[config.mk]
export PLATFORM = sky130hd
export DESIGN_NAME = acc_requant_drain
export DESIGN_NICKNAME = d
export VERILOG_FILES = /design/src/rtl/acc_requant_drain.sv
export SDC_FILE = /design/constraint.sdc
export NUM_CORES = 2
export LEC_CHECK = 0
export ABC_AREA = 0
export ABC_CLOCK_PERIOD_IN_PS = 11700
export CAP_MARGIN = 0
export CELL_PAD_IN_SITES_DETAIL_PLACEMENT = 1
export CELL_PAD_IN_SITES_GLOBAL_PLACEMENT = 1
export CORE_AREA = 2 2 356 358
export DETAILED_ROUTE_END_ITERATION = 7
export DIE_AREA = 0 0 358 360
export GPL_ROUTABILITY_DRIVEN = 0
export PLACE_DENSITY_LB_ADDON = 0.1
export SLEW_MARGIN = 20
export SYNTH_ARGS = -nofsm -noshare
export SYNTH_HDL_FRONTEND = slang
export SYNTH_SLANG_ARGS = --single-unit
[constraint.sdc]
create_clock -name clk -period 11.7 [get_ports clk]
set_input_delay 3.51 -clock clk [delete_from_list [all_inputs] [get_ports clk]]
set_output_delay 3.51 -clock clk [all_outputs]
set_load 0.05 [all_outputs]
[src/rtl/acc_requant_drain.sv]
// Drains finished MAC accumulators one at a time, requantizes INT32 -> INT8
// (scale, round-half-up shift, zero point, saturate) and streams the result out.
module acc_requant_drain #(
  parameter int ACC_WIDTH    = 32,
  parameter int DATA_WIDTH   = 8,
  parameter int SCALE_WIDTH  = 16,
  parameter int SHIFT_WIDTH  = 5,
  parameter int SATCNT_WIDTH = 16
) (
  input  logic                    clk,
  input  logic                    rst_n,
  input  logic [ACC_WIDTH-1:0]    acc_in,
  input  logic                    acc_valid,
  output logic                    acc_ready,
  output logic                    clear_acc_o,
  input  logic [SCALE_WIDTH-1:0]  cfg_scale,
  input  logic [SHIFT_WIDTH-1:0]  cfg_shift,
  input  logic [DATA_WIDTH-1:0]   cfg_zero_point,
  output logic [DATA_WIDTH-1:0]   q_out,
  output logic                    q_valid,
  input  logic                    q_ready,
  output logic [SATCNT_WIDTH-1:0] sat_count,
  input  logic                    sat_clear
);

  localparam int PROD_W = ACC_WIDTH + SCALE_WIDTH;
  localparam int RND_W  = PROD_W + 1;
  localparam int V_W    = RND_W + 1;

  localparam logic [RND_W-1:0] RND_ONE = {{(RND_W-1){1'b0}}, 1'b1};
  localparam logic signed [V_W-1:0] Q_MAX =
    {{(V_W-DATA_WIDTH+1){1'b0}}, {(DATA_WIDTH-1){1'b1}}};
  localparam logic signed [V_W-1:0] Q_MIN =
    {{(V_W-DATA_WIDTH+1){1'b1}}, {(DATA_WIDTH-1){1'b0}}};
  localparam logic [SATCNT_WIDTH-1:0] SAT_MAX = '1;

  typedef enum logic [1:0] {
    S_IDLE = 2'd0,
    S_MUL  = 2'd1,
    S_RQ   = 2'd2,
    S_OUT  = 2'd3
  } state_t;

  state_t state;
  state_t state_next;

  logic signed [ACC_WIDTH-1:0]   acc_r;
  logic signed [SCALE_WIDTH-1:0] scale_r;
  logic [SHIFT_WIDTH-1:0]        shift_r;
  logic signed [DATA_WIDTH-1:0]  zp_r;
  logic signed [PROD_W-1:0]      prod_r;
  logic signed [PROD_W-1:0]      prod_full;

  logic signed [RND_W-1:0]       prod_ext;
  logic signed [RND_W-1:0]       rnd_add;
  logic signed [RND_W-1:0]       rnd_sum;
  logic signed [RND_W-1:0]       shifted;
  logic signed [V_W-1:0]         v;
  logic [DATA_WIDTH-1:0]         q_sat;
  logic                          sat_hit;
  logic                          capture;

  // Both streams use plain valid/ready: a transfer happens on a rising edge
  // where valid and ready are both high; the producer holds its data stable
  // while valid is high and ready is low.
  assign capture = acc_valid && acc_ready;

  always_ff @(posedge clk or negedge rst_n) begin
    if (!rst_n) begin
      state <= S_IDLE;
    end else begin
      state <= state_next;
    end
  end

  always_comb begin
    state_next  = state;
    acc_ready   = 1'b0;
    clear_acc_o = 1'b0;
    q_valid     = 1'b0;
    case (state)
      S_IDLE: begin
        acc_ready = 1'b1;
        if (acc_valid) state_next = S_MUL;
      end
      S_MUL: begin
        clear_acc_o = 1'b1;
        state_next  = S_RQ;
      end
      S_RQ: begin
        state_next = S_OUT;
      end
      S_OUT: begin
        q_valid = 1'b1;
        if (q_ready) state_next = S_IDLE;
      end
      default: state_next = S_IDLE;
    endcase
  end

  // Config is latched with the accumulator so mid-flight cfg changes are ignored.
  always_ff @(posedge clk or negedge rst_n) begin
    if (!rst_n) begin
      acc_r   <= '0;
      scale_r <= '0;
      shift_r <= '0;
      zp_r    <= '0;
    end else if (capture) begin
      acc_r   <= acc_in;
      scale_r <= cfg_scale;
      shift_r <= cfg_shift;
      zp_r    <= cfg_zero_point;
    end
  end

  assign prod_full = $signed({{SCALE_WIDTH{acc_r[ACC_WIDTH-1]}}, acc_r}) *
                     $signed({{ACC_WIDTH{scale_r[SCALE_WIDTH-1]}}, scale_r});

  always_ff @(posedge clk or negedge rst_n) begin
    if (!rst_n) begin
      prod_r <= '0;
    end else if (state == S_MUL) begin
      prod_r <= prod_full;
    end
  end

  // One extra bit of headroom keeps the rounding add from overflowing.
  always_comb begin
    prod_ext = {prod_r[PROD_W-1], prod_r};
    rnd_add  = '0;
    if (shift_r != '0) rnd_add = RND_ONE << (shift_r - SHIFT_WIDTH'(1));
    rnd_sum  = prod_ext + rnd_add;
    shifted  = rnd_sum >>> shift_r;
    v        = {shifted[RND_W-1], shifted} +
               {{(V_W-DATA_WIDTH){zp_r[DATA_WIDTH-1]}}, zp_r};
    sat_hit  = 1'b0;
    q_sat    = v[DATA_WIDTH-1:0];
    if (v > Q_MAX) begin
      q_sat   = Q_MAX[DATA_WIDTH-1:0];
      sat_hit = 1'b1;
    end else if (v < Q_MIN) begin
      q_sat   = Q_MIN[DATA_WIDTH-1:0];
      sat_hit = 1'b1;
    end
  end

  always_ff @(posedge clk or negedge rst_n) begin
    if (!rst_n) begin
      q_out <= '0;
    end else if (state == S_RQ) begin
      q_out <= q_sat;
    end
  end

  // sat_clear takes priority over a saturation event in the same cycle.
  always_ff @(posedge clk or negedge rst_n) begin
    if (!rst_n) begin
      sat_count <= '0;
    end else if (sat_clear) begin
      sat_count <= '0;
    end else if (state == S_RQ && sat_hit && sat_count != SAT_MAX) begin
      sat_count <= sat_count + SATCNT_WIDTH'(1);
    end
  end

endmodule

==> results.tsv <==
metric	value	unit
syn_to_final_growth	10.4	%
busiest_layer	met2	
finalCritPeriodShare	94.5	%
worst-path-buf-inv	0	
routed_wl	115000	um
fin_skew	0.0137	ns
design.portCount	93	
start_util	25.8	%
cp.arrival	11.45	ns
wl_per_cell	21.1	um
grt_pass1_wl	183000	um
synth_edf_count	0	
fmax	90.5	MHz
multi_input_area	0.0261	mm^2
cts_inserted_buffers	17	
required	12.10	ns
num_rows	130	
clk_latency	0.52	ns
critPathMaxFanout	13	
tightestPinTransition	0.952	ns
setup-violations-final	0	
hold_class	flip-flop to flip-flop	
fin_hold_ws	0.509	ns
mostFrequentLayoutCells	inv_1, fa_1, nand2_1	
gr-usage-met2	31.1	%
finalSetupTns	0	ns
critical_path.top_delay_family	compound AO/OA/AOI/OAI gates	
dr.pass1.iters	5	
cap_violations	0	
hold_viol	0	
slowest_stage	o31ai_1	
grt_pass1_vias	29600	
dieArea	0.129	mm^2
clock_path_buffers	2	
status	finished, final reports clean	
grt.met1_usage	25.7	%
cp-endpoint	sat_count[0]	
yosysWarnings	0	
end_kind	flip-flop	
htree_levels	4	
critPathLaunchType	flip-flop	
netlist_instances	3792	
cp_num_cells	31	
portBuffers	92	
r2r-end	sat_count[0]	
slew_headroom	36.5	%
rsz0062_at_grt	no	
critPathLaunch	shift_r[4]	
synth_nets	4546	
fp.dieH	360	um
grt_antenna_before_repair	0	
drc	0	
tritoncts	built	
diodes	0	
r2r-start	shift_r[4]	
synth_seq_cells	135	
async_flop_share	100	%
yosys.cell_types.count	90	
num_vias	26600	
nNetsFinal	4527	
dp_hpwl	93700	um
slowest_delay	0.67	ns
critical_path_class	flip-flop to flip-flop	
drive_gt1_share	7.77	%
die_width	358	um
grt_max_degree	57	
rr_worst_depth	31	
final_antenna_net_count	0	
cts_root_buffer	clkbuf_16	
synth_seq_area_share	10.5	%
grt_util_met3	1.33	%
rrSetupSlack	0.65	ns
overflow	0	
seq_area	0.00338	mm^2
fp.coreArea	0.125	mm^2
slew_viol_final	0	
period_needed	11.05	ns
syn_avg_cell_area	8.51	um^2
layout_commonest_cell	inv_1	
cts_num_sinks	135	
syn-cell-area	0.0323	mm^2
track_usage	18.3	%
post_cts_buffers	0	
drt-initial-drc-count	1147	
clk_pin_slew_worst_paths	0.07	ns
fillers	14700	
vias_per_cell	4.89	
synthFlopType	dfrtp_1	
-- per-stage QoR --
stage	util [%]	setup WS, ns	instance area (um^2)	std cells
3_5_place_dp	28.0	0.574	35000	5404
4_1_cts	28.5	0.513	35600	5435
3_3_place_gp	28.0	0.571	35000	5404
6_report	28.5	0.647	35600	5435
5_1_grt	28.5	0.0400	35600	5435
2_1_floorplan	-	2.12	32300	3792
-- cell families (layout without fill, tap and decap cells) --
| family | Yosys count | count (layout) | synth area share, % |
|---|---|---|---|
| AOI/OAI and AO/OA | 716 | 716 | 14.9 |
| xor gates and xnor gates | 112 | 112 | 3.04 |
| adders and majority gates | 688 | 688 | 38.0 |
| buffers and inverters | 751 | 744 | 8.80 |
| DFF | 135 | 135 | 10.5 |
| muxes | 203 | 203 | 7.11 |
| other | 1 | 1 | 0.0116 |
| and+or+nand+nor | 1186 | 1186 | 17.7 |
-- registers in the layout, indices dropped and copies added, names as in the netlist --
register,count
acc_r,32
prod_r,48
q_out,8
sat_count,16
scale_r,16
shift_r,5
state,2
zp_r,8
-- layer usage --
metal  vias up  routed length, um
met5         -                  0
met3        49               1630
li1      12500                  -
met4         0               1200
met1     13800              56800
met2       219              55200
-- Yosys cell counts (33+ instances only) --
master,n,area (um^2)
nand2_1,482,1810
mux2i_1,62,621
a21o_1,78,586
o21a_1,33,248
xor2_1,38,333
and2_1,208,1300
nor3_1,45,225
fa_1,488,9770
nor2_1,194,728
a21oi_1,185,926
mux2_2,131,1480
nand2b_1,45,282
nand3_1,50,250
inv_1,547,2050
clkbuf_1,179,672
xnor2_1,74,648
ha_1,200,2500
dfrtp_1,135,3380
o21ai_0,129,646
-- worst min path at each step --
| stage | slack [ns] | start | depth (start not counted) | end |
|---|---|---|---|---|
| floorplan | 0.49 | zp_r[0] | 1 | zp_r[0] |
| global placement | 0.49 | acc_r[14] | 1 | acc_r[14] |
| detailed placement | 0.50 | scale_r[15] | 1 | scale_r[15] |
| CTS | 0.51 | scale_r[15] | 1 | scale_r[15] |
| global route | 0.53 | scale_r[0] | 1 | scale_r[0] |
| finish | 0.51 | scale_r[15] | 1 | scale_r[15] |
-- area by class of cell --
cell class | instances | share of cell area [%]
well taps | 1650 | 5.80
multi-input cells | 2906 | 73.2
clock buffers | 21 | 1.29
inverters | 548 | 5.78
clock inverters | 10 | 0.274
repair buffers | 165 | 4.13
flip-flops and latches | 135 | 9.51
-- what timing repair did --
item / in CTS / in global routing
endpoints found under the setup margin: 0 / 14
hold buffers: 0 / 0
gates resized for setup: 0 / 4
Power is left out: the tool's default activity adds up to more than one toggle a clock period on the data nets, which glitch-free logic cannot reach.
